File: config.mk
export PLATFORM = sky130hd
export DESIGN_NAME = kian_mem_arbiter
export DESIGN_NICKNAME = d
export VERILOG_FILES = /design/src/rtl/kian_mem_pkg.sv /design/src/rtl/kian_mem_arb_timer.sv /design/src/rtl/kian_mem_arbiter.sv
export SDC_FILE = /design/constraint.sdc
export NUM_CORES = 1
export LEC_CHECK = 0
export BUFFER_PORTS_ARGS = -buffer_cell sky130_fd_sc_hd__buf_4
export CORE_AREA = 2 2 120 122
export CTS_CLUSTER_SIZE = 8
export DETAILED_ROUTE_END_ITERATION = 6
export DIE_AREA = 0 0 122 124
export GPL_ROUTABILITY_DRIVEN = 0
export GPL_TIMING_DRIVEN = 0
export PLACE_DENSITY = 0.53
export RECOVER_POWER = 50
export SLEW_MARGIN = 10
export SYNTH_ARGS = -nofsm -noshare
export SYNTH_HDL_FRONTEND = slang
export SYNTH_HIERARCHICAL = 1
export SYNTH_SLANG_ARGS = --single-unit
File: constraint.sdc
create_clock -name clk -period 2.8 [get_ports clk]
set_input_delay 0.42 -clock clk [delete_from_list [all_inputs] [get_ports clk]]
set_output_delay 0.42 -clock clk [all_outputs]
set_load 0.02 [all_outputs]
File: src/rtl/kian_mem_pkg.sv
// Shared types and constants for the kianv memory arbiter.
package kian_mem_pkg;

  typedef enum logic {
    ARB_IDLE,
    ARB_BUSY
  } arb_state_t;

  localparam int KIAN_MEM_DATA_W = 32;
  localparam int KIAN_MEM_STRB_W = 4;

endpackage

File: src/rtl/kian_mem_arb_timer.sv
// BUSY-phase timeout counter: expired flags the last allowed cycle of an access.
module kian_mem_arb_timer #(
  parameter int TIMEOUT_CYCLES = 16
) (
  input  logic clk,
  input  logic reset,
  input  logic clear,
  input  logic enable,
  output logic expired
);

  localparam logic [7:0] LAST_COUNT = 8'(TIMEOUT_CYCLES - 1);

  logic [7:0] count;

  // NOTE: sequential state uses non-blocking assignments so every flop samples pre-edge values.
  always_ff @(posedge clk) begin
    if (reset || clear) begin
      count <= '0;
    end else if (enable) begin
      count <= count + 8'd1;
    end
  end

  // The abort fires on LAST_COUNT, so the counter never reaches saturation.
  assign expired = enable && (count == LAST_COUNT);

endmodule

File: src/rtl/kian_mem_arbiter.sv
// Two-master valid/ready arbiter in front of the single-port RAM.
// Define KIAN_MEM_ARB_RR_EN for round-robin; default is fixed priority to master 0.
module kian_mem_arbiter
  import kian_mem_pkg::*;
#(
  parameter int TIMEOUT_CYCLES = 16,
  parameter int ADDR_W         = 32
) (
  input  logic                       clk,
  input  logic                       reset,
  input  logic                       m0_valid,
  input  logic [ADDR_W-1:0]          m0_addr,
  input  logic [KIAN_MEM_DATA_W-1:0] m0_wdata,
  input  logic [KIAN_MEM_STRB_W-1:0] m0_wstrb,
  output logic [KIAN_MEM_DATA_W-1:0] m0_rdata,
  output logic                       m0_ready,
  output logic                       m0_fault,
  input  logic                       m1_valid,
  input  logic [ADDR_W-1:0]          m1_addr,
  input  logic [KIAN_MEM_DATA_W-1:0] m1_wdata,
  input  logic [KIAN_MEM_STRB_W-1:0] m1_wstrb,
  output logic [KIAN_MEM_DATA_W-1:0] m1_rdata,
  output logic                       m1_ready,
  output logic                       m1_fault,
  output logic                       s_valid,
  output logic [ADDR_W-1:0]          s_addr,
  output logic [KIAN_MEM_DATA_W-1:0] s_wdata,
  output logic [KIAN_MEM_STRB_W-1:0] s_wstrb,
  input  logic [KIAN_MEM_DATA_W-1:0] s_rdata,
  input  logic                       s_ready,
  output logic                       grant
);

  arb_state_t state, state_next;
  logic       grant_next;
  logic       pick;
  logic       busy;
  logic       g_valid;
  logic       expired;

  assign busy    = (state == ARB_BUSY);
  assign g_valid = grant ? m1_valid : m0_valid;

  kian_mem_arb_timer #(
    .TIMEOUT_CYCLES(TIMEOUT_CYCLES)
  ) u_timer (
    .clk    (clk),
    .reset  (reset),
    .clear  (!busy),
    .enable (busy),
    .expired(expired)
  );

`ifdef KIAN_MEM_ARB_RR_EN
  // Under contention, hand the bus to whichever master was not served last.
  assign pick = (m0_valid && m1_valid) ? ~grant : !m0_valid;
`else
  assign pick = !m0_valid;
`endif

  always_ff @(posedge clk) begin
    if (reset) begin
      state <= ARB_IDLE;
      grant <= 1'b1;
    end else begin
      state <= state_next;
      grant <= grant_next;
    end
  end

  // NOTE: every combinational output gets a default first, so no path can infer a latch.
  always_comb begin
    state_next = state;
    grant_next = grant;
    case (state)
      ARB_IDLE: begin
        if (m0_valid || m1_valid) begin
          state_next = ARB_BUSY;
          grant_next = pick;
        end
      end
      ARB_BUSY: begin
        // A master dropping valid mid-access abandons it without a ready pulse.
        if (!g_valid || s_ready || expired) begin
          state_next = ARB_IDLE;
        end
      end
      default: state_next = ARB_IDLE;
    endcase
  end

  always_comb begin
    logic                       done;
    logic                       fault;
    logic [KIAN_MEM_DATA_W-1:0] rdata;

    s_valid  = busy && g_valid;
    s_addr   = grant ? m1_addr  : m0_addr;
    s_wdata  = grant ? m1_wdata : m0_wdata;
    s_wstrb  = grant ? m1_wstrb : m0_wstrb;

    // s_ready wins over a coincident timeout.
    done  = s_valid && (s_ready || expired);
    fault = s_valid && !s_ready && expired;
    rdata = (s_valid && s_ready) ? s_rdata : '0;

    m0_ready = done && !grant;
    m0_fault = fault && !grant;
    m0_rdata = grant ? '0 : rdata;
    m1_ready = done && grant;
    m1_fault = fault && grant;
    m1_rdata = grant ? rdata : '0;
  end

endmodule
== After elaboration in Yosys (flattened, before gate mapping) ==
Index checks and enable logic that the tools add are counted.

* $add $sub $neg: 1
* Equal/unequal tests: 1
* Muxes and demuxes: 10
* Bitwise logic cells: 1
* Reduce and logical (&&, ||, !) cells: 21

{| class="wikitable"
|+ Operator list
! cell !! number
|-
| 32-bit two-way mux || 5
|-
| 1-bit logical AND || 10
|-
| 8-bit by 1-bit adder with 8-bit output (second input constant) || 1
|-
| 8-bit by 4-bit equality test with 1-bit output (second input constant) || 1
|-
| 1-bit zero test || 5
|-
| 1-bit logical OR || 5
|-
| 4-bit two-way mux || 1
|-
| 1-bit two-way mux || 3
|-
| 1-bit one-hot mux with 2 select lines || 1
|-
| 2-bit AND reduction || 1
|-
| 1-bit inverter || 1
|}

* Register bits after elaboration: 10
* Bits of input ports: 173
* Output and inout bits: 138
* Logic and storage cells: 37

== Longest topological paths before layout ==
Gate-level depths: netlist (run 1).

* Depth in word-level cells: 6
* Mapped depth: 5
* Depth with buffers taken out: 5

== Cells and area by module ==
The synthesis (run 1) kept the hierarchy.

{| class="wikitable"
|+ Modules (own cells, without submodules)
! module !! times used !! cells an instance !! area an instance (µm²) !! sequential area each (µm²)
|-
| kian_mem_arbiter || 1 || 169 || 1433.9 || 40.0
|-
| kian_mem_arb_timer || 1 || 39 || 356.6 || 160.2
|}

== Worst setup path after synthesis (run 1) ==
No wires, ideal clock.

* Kind: register to output
* Start: register u_timer.count[4]
* End: output port m0_fault
* Arrival time: 1.327 ns
* Required time: 2.380 ns
* Setup slack: 1.053 ns
* Stages on the path, launching flop included: 5
* Buffers on the path: 0
* Path through: dfxtp_1 or4_1 nor2_1 nand2_1 nor2_1

* Word-level cells in the longest chain between the ends: 4

{| class="wikitable"
|+ RTL lines
! element !! RTL line !! RTL
|-
| start: declaration || kian_mem_arb_timer.sv:14 || <nowiki>logic [7:0] count;</nowiki>
|-
| start signal: assignment || kian_mem_arb_timer.sv:21 || <nowiki>count <= count + 8'd1;</nowiki>
|-
| 8-bit by 4-bit equality test with 1-bit output || kian_mem_arb_timer.sv:26 || <nowiki>assign expired = enable && (count == LAST_COUNT);</nowiki>
|-
| 1-bit logical AND || kian_mem_arb_timer.sv:26 ||
|-
| named net expired || kian_mem_arbiter.sv:39 || <nowiki>logic expired;</nowiki>
|-
| 1-bit logical AND || kian_mem_arbiter.sv:104 || <nowiki>fault = s_valid && !s_ready && expired;</nowiki>
|-
| 1-bit logical AND || kian_mem_arbiter.sv:108 || <nowiki>m0_fault = fault && !grant;</nowiki>
|-
| end: declaration || kian_mem_arbiter.sv:17 || <nowiki>output logic m0_fault,</nowiki>
|}

The timed path passes the listed nets, and every way through them passes these cells.

== Final worst setup path (run 1) ==
* Start: register state, in the netlist busy
* End: output port m0_rdata[17]

* Word-level cells in the longest chain between the ends: 4

{| class="wikitable"
|+ RTL lines
! element !! RTL line !! RTL
|-
| start: declaration || kian_mem_arbiter.sv:34 || <nowiki>arb_state_t state, state_next;</nowiki>
|-
| start signal: assignment || kian_mem_arbiter.sv:66 || <nowiki>state <= state_next;</nowiki>
|-
| 1-bit logical AND || kian_mem_arbiter.sv:97 || <nowiki>s_valid = busy && g_valid;</nowiki>
|-
| 1-bit logical AND || kian_mem_arbiter.sv:105 || <nowiki>rdata = (s_valid && s_ready) ? s_rdata : '0;</nowiki>
|-
| 32-bit two-way mux || kian_mem_arbiter.sv:105 ||
|-
| 32-bit two-way mux || kian_mem_arbiter.sv:109 || <nowiki>m0_rdata = grant ? '0 : rdata;</nowiki>
|-
| end: declaration || kian_mem_arbiter.sv:15 || <nowiki>output logic [KIAN_MEM_DATA_W-1:0] m0_rdata,</nowiki>
|}

Every way passes these cells.

==> results.py, run 1 <==
metrics = {
    "global_route": {
        "grt_pass1_wl_um": 14600,
        "overflow": 0,
        "antenna_found_initial": 0,
        "grt_max_degree": 12,
        "grt_pass1_vias": 2813,
        "grt_usage_pct": 12.4,
    },
    "finish": {
        "diodes": 0,
        "area_growth_pct": 134,
        "layout-drive-gt1-share_pct": 64.9,
        "multi_input_area_mm2": 0.00146,
        "fin_area_mm2": 0.00419,
        "nFillCells": 1508,
        "nets": 697,
        "regArea_um2": 200,
        "final_util_pct": 30.5,
    },
    "sta": {
        "min_period_ns": 2.28,
        "final-max-slew-violation-count": 0,
        "period_share_pct": 81.4,
        "final_hold_viol_count": 0,
        "tightest_slew_ns": 0.572,
        "setup_tns_ns": 0,
        "timing.slew.headroom_pct": 61.8,
        "rsz0062_at_grt": "no",
        "fmax_ghz": 0.439,
        "skew_ns": 0.00383,
        "fin_ws_ns": 0.521,
        "final-setup-viol-count": 0,
    },
    "worst_setup_path": {
        "crit_buf_inv": 2,
        "slowest_delay_ns": 0.55,
        "cp_slowest_cell": "dfxtp_1",
        "timing.setup.critical_path_class": "flip-flop to output port",
        "path_common_cell": "clkbuf_1",
        "endpoint_kind": "output port",
        "r2r_end": "busy",
        "r2r_start": "grant",
        "crit_path_cell_trace": "and3_1 -> clkbuf_1 -> and2_1 -> clkbuf_1",
        "r2r.worst_path.cells": 4,
        "cp_top_family": "flip-flops",
        "arrival_ns": 1.86,
        "crit_fanout": 11,
        "crit_start": "busy",
        "crit_cells": 4,
        "crit_required_ns": 2.38,
        "crit_end": "m0_rdata[17]",
        "startpoint_type": "flip-flop",
        "rrSetupSlack_ns": 1.29,
    },
    "clock_network": {
        "cts_resized": 0,
        "clockBufferDepth": 2,
        "cts.sinks": 10,
        "holdBufCountCts": 0,
        "cts_setup_buffers": 0,
        "clkTransAtPathRegs_ns": 0.04,
        "root_buffer": "clkbuf_16",
        "htree_levels": 1,
        "clock_latency_ns": 0.23,
        "cts_buffers": 3,
        "cts_tree": "yes",
    },
    "die": {
        "io_pins": 311,
        "start_util_pct": 13.1,
        "core_area_mm2": 0.0137,
        "rows": 43,
        "fp.dieArea_mm2": 0.0151,
        "die_y_um": 124,
        "fp.dieW_um": 122,
    },
    "detailed_routing": {
        "wire_per_inst_um": 14.9,
        "ant_nets": 0,
        "drt-total-wl_um": 10400,
        "vias": 2733,
        "viasPerCell": 3.90,
        "drc": 0,
        "firstDrtPassIters": 4,
        "drt_iter0_drc": 26,
    },
    "synthesis": {
        "async_flop_share_pct": 0,
        "syn_nets": 382,
        "yosys_most_used_dff": "dfxtp_1",
        "netlist_top_cells_count": "68 x mux2_2, 64 x and2_1, 14 x nor2_1, 10 x dfxtp_1",
        "ys_seq_area_share_pct": 11.2,
        "syn_avg_cell_area_um2": 8.61,
        "yosysTopAreaCell": "mux2_2",
        "yosys-top-cells-area": "mux2_2 43%, and2_1 22%, dfxtp_1 11%",
        "ys_warn_count": 6,
        "netlist_instances": 208,
        "netlist-cell-type-count": 30,
        "syn_area_mm2": 0.00179,
        "synth_top_area_share_pct": 42.8,
        "yosys.cell_count.top_type": "mux2_2",
        "synth_edf_count": 0,
        "synth-seq-cells": 10,
    },
    "placed_design": {
        "port_buffers": 310,
        "dpl_worst_slack_ns": 0.849,
        "dpl.hpwl_um": 9470,
        "placed_area_mm2": 0.00434,
    },
    "power": {
        "peakVddDrop_mv": 0.143,
        "p_per_area_mw_per_mm2": 256,
        "power.leakage_uw": 0.00209,
        "finalPower_uw": 1070,
    },
    "outcome": {
        "status": "finished, final reports clean",
    },
    "hold_path": {
        "hp-class": "primary input to flip-flop",
    },
    "run": {
        "max-cap-violations": 0,
    },
}
==> kinds of logic after synthesis <==
kind of cell               synth area share, %
DFF                                       11.2
buffers and inverters                     6.29
and+or+nand+nor                           33.1
adders and majority gates                0.699
xor gates and xnor gates                  1.96
AOI/OAI and AO/OA                         3.49
muxes                                     43.3
==> stage by stage <==
step                      hold slack [ns]  cells
after floorplan                     0.466    208
after global placement              0.478    698
after detailed placement            0.494    698
after CTS                           0.409    701
after global routing                0.425    701
final                               0.408    701
==> state kept, by name, summed over array words and instances, names as in the netlist <==
name and count:
u_timer/count 8, busy 1, grant 1
==> cells in the final DEF (no fill, tap or decap), types with 4 or more instances in the layout <==
cell / n
buf_4: 261
and2_1: 63
a21oi_1: 4
dfxtp_1: 10
clkbuf_1: 58
mux2_2: 64
mux2_1: 4
nor2_1: 14
nand2_1: 6
==> worst min-delay path by stage <==
stage	start	end	slack, ns	depth (start not counted)
final	reset	busy	0.41	2
after global routing	reset	busy	0.42	2
after CTS	reset	busy	0.41	2
after detailed placement	u_timer/count[5]	u_timer/count[5]	0.49	2
after global placement	u_timer/count[6]	u_timer/count[6]	0.48	2
after floorplan	u_timer/count[6]	u_timer/count[6]	0.47	2
==> where the power goes <==
part	total (µW)	internal [µW]	leakage [µW]	switching (µW)
Clock	243	184	0.0000370	58.3
Sequential	154	147	0.0000812	7.22
Combinational	674	348	0.00197	326
Total	1070	679	0.00209	392
==> metal layers <==
layer  GRT usage [%]  wire length [µm]  part of all wire (%)  vias to the layer above
met5               0                 0                     0                        -
met4            2.73               171                   1.6                        0
met3            2.98              1110                    11                       14
met2            24.7              5290                    51                      192
met1            13.2              3840                    37                     1192
li1                -                 -                     -                     1335
==> cell type report <==
class	instances	area share, %
plain buffers	15	1.82
clock buffers	3	1.79
inverters	2	0.179
multi-input cells	181	34.9
flip-flops and latches	10	4.78
well taps	180	5.38
repair buffers	310	51.2
Note: power is estimated with default switching activity, not from simulation.
==> inputs of run 2 (changes only) <==
--- a/config.mk
+++ b/config.mk
@@ -5,14 +5,15 @@
 export SDC_FILE = /design/constraint.sdc
 export NUM_CORES = 1
 export LEC_CHECK = 0
+export ABC_AREA = 1
 export BUFFER_PORTS_ARGS = -buffer_cell sky130_fd_sc_hd__buf_4
-export CORE_AREA = 2 2 120 122
+export CORE_AREA = 2 2 119 121
 export CTS_CLUSTER_SIZE = 8
 export DETAILED_ROUTE_END_ITERATION = 6
-export DIE_AREA = 0 0 122 124
+export DIE_AREA = 0 0 121 123
 export GPL_ROUTABILITY_DRIVEN = 0
 export GPL_TIMING_DRIVEN = 0
-export PLACE_DENSITY = 0.53
+export PLACE_DENSITY = 0.56
 export RECOVER_POWER = 50
 export SLEW_MARGIN = 10
 export SYNTH_ARGS = -nofsm -noshare
==> constraint.sdc (replaced) <==
create_clock -name clk -period 2.25 [get_ports clk]
set_input_delay 0.3375 -clock clk [delete_from_list [all_inputs] [get_ports clk]]
set_output_delay 0.3375 -clock clk [all_outputs]
set_load 0.02 [all_outputs]
==> results.py, run 2 <==
metrics = {
    "finish": {
        "largest_reg_flops": 8,
        "largest_register": "u_timer/count",
        "final_common_cell": "buf_4",
        "nFillCells": 1604,
        "diodes": 0,
        "nets": 901,
        "area_growth_pct": 111,
        "layout-drive-gt1-share_pct": 45.9,
        "final_cell_mix": "268 x buf_4, 217 x nand2_1, 77 x nor2_1",
    },
    "worst_setup_path": {
        "r2r_end": "u_timer/count[4]",
        "crit_cells": 5,
        "r2r_start": "busy",
        "crit_fanout": 10,
        "endpoint_kind": "output port",
        "crit_required_ns": 1.91,
        "arrival_ns": 1.73,
        "crit_start": "grant",
        "rrSetupSlack_ns": 0.69,
        "slowest_delay_ns": 0.41,
        "crit_path_cell_trace": "buf_6 -> buf_2 -> clkbuf_1 -> nor2_1 -> clkbuf_2",
        "timing.setup.critical_path_class": "flip-flop to output port",
        "cp_slowest_cell": "clkbuf_1",
        "cp_top_family": "buffers and inverters",
        "crit_end": "m0_rdata[21]",
        "crit_buf_inv": 4,
        "r2r.worst_path.cells": 5,
        "startpoint_type": "flip-flop",
    },
    "synthesis": {
        "synth-simple-area-share_pct": 73.7,
        "netlist_instances": 413,
        "syn_area_mm2": 0.00217,
        "synth-seq-cells": 10,
        "netlist-cell-type-count": 25,
        "yosys_most_used_dff": "dfxtp_1",
        "synth_top_area_share_pct": 37.5,
        "yosys-top-cells-area": "nand2_1 38%, nand4_2 17%, nor2_1 13%",
        "synth_mux_area_share_pct": 0,
        "synth-compound-area-share_pct": 3.34,
        "synth_edf_count": 0,
        "ys_warn_count": 6,
        "syn_nets": 587,
        "yosys.cell_count.top_type": "nand2_1",
        "synth_xor_xnor_area_share_pct": 0,
        "netlist_top_cells_count": "217 x nand2_1, 77 x nor2_1, 30 x nand4_2, 19 x buf_2, 12 x inv_1",
        "async_flop_share_pct": 0,
        "synthAdderAreaFrac_pct": 0.576,
        "ys_seq_area_share_pct": 9.22,
        "yosysTopAreaCell": "nand2_1",
        "synth_top_family_by_area": "simple AND/OR/NAND/NOR gates",
        "syn_avg_cell_area_um2": 5.26,
    },
    "clock_network": {
        "clkTransAtPathRegs_ns": 0.04,
        "root_buffer": "clkbuf_16",
        "cts_setup_buffers": 0,
        "clockBufferDepth": 2,
        "clock_latency_ns": 0.24,
        "holdBufCountCts": 0,
        "htree_levels": 1,
        "cts_buffers": 3,
        "cts.sinks": 10,
        "cts_tree": "yes",
        "cts_resized": 0,
    },
    "outcome": {
        "status": "finished, final reports clean",
    },
    "global_route": {
        "grt_pass1_vias": 3287,
        "grt_pass1_wl_um": 17800,
        "overflow": 0,
        "grt_usage_pct": 15.0,
        "antenna_found_initial": 0,
        "grt_max_degree": 11,
    },
    "placed_design": {
        "dpl.hpwl_um": 10400,
        "dpl_worst_slack_ns": 0.447,
        "port_buffers": 309,
    },
    "sta": {
        "skew_ns": 0.00225,
        "timing.slew.headroom_pct": 60.8,
        "final_hold_viol_count": 0,
        "fmax_ghz": 0.483,
        "setup_tns_ns": 0,
        "min_period_ns": 2.07,
        "tightest_slew_ns": 0.588,
        "fin_ws_ns": 0.180,
        "rsz0062_at_grt": "no",
        "final-max-slew-violation-count": 0,
        "period_share_pct": 92.0,
        "final-setup-viol-count": 0,
    },
    "run": {
        "max-cap-violations": 0,
    },
    "die": {
        "rows": 43,
        "die_y_um": 123,
        "core_area_mm2": 0.0136,
        "fp.dieArea_mm2": 0.0149,
        "start_util_pct": 15.9,
        "io_pins": 311,
        "fp.dieW_um": 121,
    },
    "detailed_routing": {
        "vias": 3692,
        "drt-total-wl_um": 12600,
        "ant_nets": 0,
        "viasPerCell": 4.08,
        "drc": 0,
        "wire_per_inst_um": 13.9,
        "firstDrtPassIters": 4,
        "drt_iter0_drc": 138,
    },
    "power": {
        "power.leakage_uw": 0.00270,
        "p_per_area_mw_per_mm2": 358,
        "finalPower_uw": 1640,
        "peakVddDrop_mv": 0.288,
    },
    "hold_path": {
        "hp-class": "primary input to flip-flop",
    },
}
## run 2: changes by cell type in the layout (fill, tap and decap cells not counted), sizes merged, moves of 4 or more
cell | previous run | this run
nand4 | 2 | 35
nand2 | 6 | 221
buf | 264 | 286
mux2 | 68 | 0
nor2 | 15 | 78
and2 | 64 | 0
inv | 2 | 14
o21ai | 2 | 6
## run 2: cell type report
class	instances	area, µm²	area share [%]
clock buffers	4	88.8	1.94
multi-input cells	355	1630	35.6
inverters	14	55.1	1.20
plain buffers	34	224	4.88
flip-flops and latches	10	200	4.36
well taps	180	225	4.91
repair buffers	309	2160	47.1
## run 2: kinds of logic (layout without fill, tap and decap cells)
family | after synthesis | in the layout
adder cells (fa/ha/maj) | 1 | 1
AND/OR/NAND/NOR | 340 | 340
AO/OA/AOI/OAI | 14 | 14
flip-flops | 10 | 10
buffers and inverters | 48 | 361
## run 2: layer usage
metal	vias up	share of wire, %	global-route usage (%)
met1	1606	41	18.5
met5	-	0	0
met4	0	0.58	1.60
met3	6	7.7	3.18
met2	160	51	27.6
li1	1920	-	-
## run 2: power breakdown
| part | internal [µW] | switching, µW | total (µW) |
|---|---|---|---|
| clock network | 267 | 86.0 | 353 |
| registers | 183 | 5.10 | 188 |
| logic | 466 | 634 | 1100 |
## run 2: per-stage QoR
stage / utilization (%) / cells / cell area, µm² / hold slack (ns)
after floorplan: - / 413 / 2170 / 0.407
after global placement: 34.6 / 902 / 4720 / 0.470
after detailed placement: 34.6 / 902 / 4720 / 0.472
after CTS: 35.3 / 906 / 4800 / 0.273
after global routing: 33.7 / 906 / 4590 / 0.285
final: 33.7 / 906 / 4590 / 0.276
## run 2: how the worst min path moves through the flow
stage,start,endpoint,slack (ns),depth (start not counted)
final,reset,busy,0.28,2
after global routing,reset,busy,0.28,2
after CTS,reset,busy,0.27,2
after detailed placement,u_timer/count[2],u_timer/count[2],0.47,1
after global placement,u_timer/count[3],u_timer/count[3],0.47,1
after floorplan,reset,busy,0.41,1
==> inputs of run 3 (changes only) <==
==> constraint.sdc (replaced) <==
create_clock -name clk -period 2 [get_ports clk]
set_input_delay 0.3 -clock clk [delete_from_list [all_inputs] [get_ports clk]]
set_output_delay 0.3 -clock clk [all_outputs]
set_load 0.02 [all_outputs]
==> results.py, run 3 (synthesized netlist as in run 2, its figures left out) <==
metrics = {
    "worst_setup_path": {
        "r2r_end": "u_timer/count[0]",
        "crit_start": "busy",
        "crit_buf_inv": 3,
        "crit_fanout": 10,
        "slowest_delay_ns": 0.36,
        "cp_top_family": "buffers and inverters",
        "r2r_start": "busy",
        "rrSetupSlack_ns": 0.56,
        "crit_end": "m1_rdata[20]",
        "startpoint_type": "flip-flop",
        "endpoint_kind": "output port",
        "cp_slowest_cell": "dfxtp_4",
        "crit_required_ns": 1.70,
        "crit_path_cell_trace": "buf_2 -> buf_2 -> nand4_2 -> nor2_1 -> buf_4",
        "path_common_cell": "buf_2",
        "arrival_ns": 1.58,
        "r2r.worst_path.cells": 5,
        "timing.setup.critical_path_class": "flip-flop to output port",
        "crit_cells": 5,
    },
    "detailed_routing": {
        "wire_per_inst_um": 14.0,
        "drt-total-wl_um": 12700,
        "viasPerCell": 4.12,
        "vias": 3734,
        "drc": 0,
        "drt_iter0_drc": 149,
        "firstDrtPassIters": 4,
        "ant_nets": 0,
    },
    "finish": {
        "layout-drive-gt1-share_pct": 53.2,
        "largest_register": "u_timer/count",
        "nets": 902,
        "final_common_cell": "buf_4",
        "final_cell_mix": "316 x buf_4, 217 x nand2_1, 77 x nor2_1",
        "area_growth_pct": 123,
        "largest_reg_flops": 8,
        "diodes": 0,
        "nFillCells": 1547,
    },
    "clock_network": {
        "htree_levels": 1,
        "cts.sinks": 10,
        "root_buffer": "clkbuf_16",
        "cts_buffers": 3,
        "clockBufferDepth": 2,
        "holdBufCountCts": 0,
        "clkTransAtPathRegs_ns": 0.04,
        "cts_tree": "yes",
        "clock_latency_ns": 0.24,
    },
    "hold_path": {
        "hp-class": "primary input to flip-flop",
        "min_from": "reset",
    },
    "die": {
        "die_y_um": 123,
        "rows": 43,
        "fp.dieW_um": 121,
        "io_pins": 311,
        "fp.dieArea_mm2": 0.0149,
        "start_util_pct": 15.9,
        "core_area_mm2": 0.0136,
    },
    "sta": {
        "tightest_slew_ns": 0.453,
        "fmax_ghz": 0.533,
        "period_share_pct": 93.9,
        "timing.slew.headroom_pct": 69.7,
        "final-setup-viol-count": 0,
        "holdWs_ns": 0.229,
        "final-max-slew-violation-count": 0,
        "skew_ns": 0.00215,
        "final_hold_viol_count": 0,
        "min_period_ns": 1.88,
    },
    "power": {
        "power.leakage_uw": 0.00292,
        "finalPower_uw": 1930,
        "peakVddDrop_mv": 0.331,
        "p_per_area_mw_per_mm2": 399,
    },
    "global_route": {
        "overflow": 0,
        "grt_pass1_vias": 3287,
        "grt_pass1_wl_um": 17800,
        "antenna_found_initial": 0,
        "grt_usage_pct": 15.0,
        "grt_max_degree": 11,
    },
    "run": {
        "max-cap-violations": 0,
    },
    "outcome": {
        "status": "finished, final reports clean",
    },
    "placed_design": {
        "dpl.hpwl_um": 10400,
        "port_buffers": 309,
    },
}
## run 3: cell count changes in the layout (fill, tap and decap cells not counted), sizes merged
cell	previous run	this run
buf	286	335
clkbuf	61	13
## run 3: routing by layer
| layer | vias to the layer above | track usage [%] | wire (µm) |
|---|---|---|---|
| met2 | 169 | 27.7 | 6520 |
| met5 | - | 0 | 0 |
| li1 | 1920 | - | - |
| met4 | 0 | 1.60 | 73 |
| met1 | 1639 | 18.5 | 5050 |
| met3 | 6 | 3.18 | 1010 |
## run 3: power breakdown
| part | switching [µW] | leakage, µW | internal [µW] |
|---|---|---|---|
| sequential | 5.43 | 0.0000828 | 205 |
| combinational | 724 | 0.00279 | 597 |
| clock | 97.2 | 0.0000442 | 301 |
| total | 827 | 0.00292 | 1100 |
## run 3: repair_timing
item,CTS,global route
setup endpoints to repair,4,82
buffers inserted,0,1
pin swaps,0,1
endpoints found under the hold margin,0,0
gates resized for setup,2,12
## run 3: metrics by stage
stage	TNS (ns)	std cells	util [%]	instance area [µm²]	worst slack [ns]
6_report	0	907	35.5	4840	0.123
3_5_place_dp	0	902	34.6	4720	0.235
2_1_floorplan	0	413	-	2170	0.164
3_3_place_gp	0	902	34.6	4720	0.213
5_1_grt	-0.00167	907	35.5	4840	-0.00167
4_1_cts	0	906	35.4	4810	0.0165
## run 3: worst min-delay path by stage
| stage | slack, ns | end | cells past startpoint |
|---|---|---|---|
| after CTS | 0.24 | busy | 2 |
| after global routing | 0.24 | busy | 2 |
| after detailed placement | 0.47 | u_timer/count[2] | 1 |
| after global placement | 0.47 | u_timer/count[3] | 1 |
| after floorplan | 0.37 | busy | 1 |
| final | 0.23 | busy | 2 |
## run 3: layout make-up
| type | count | area [µm²] | area share (%) |
|---|---|---|---|
| Timing Repair Buffer | 310 | 2320 | 48.0 |
| Tap cell | 180 | 225 | 4.66 |
| Multi-Input combinational cell | 355 | 1700 | 35.0 |
| Sequential cell | 10 | 206 | 4.27 |
| Inverter | 14 | 55.1 | 1.14 |
| Clock buffer | 4 | 88.8 | 1.84 |
| Buffer | 34 | 243 | 5.02 |
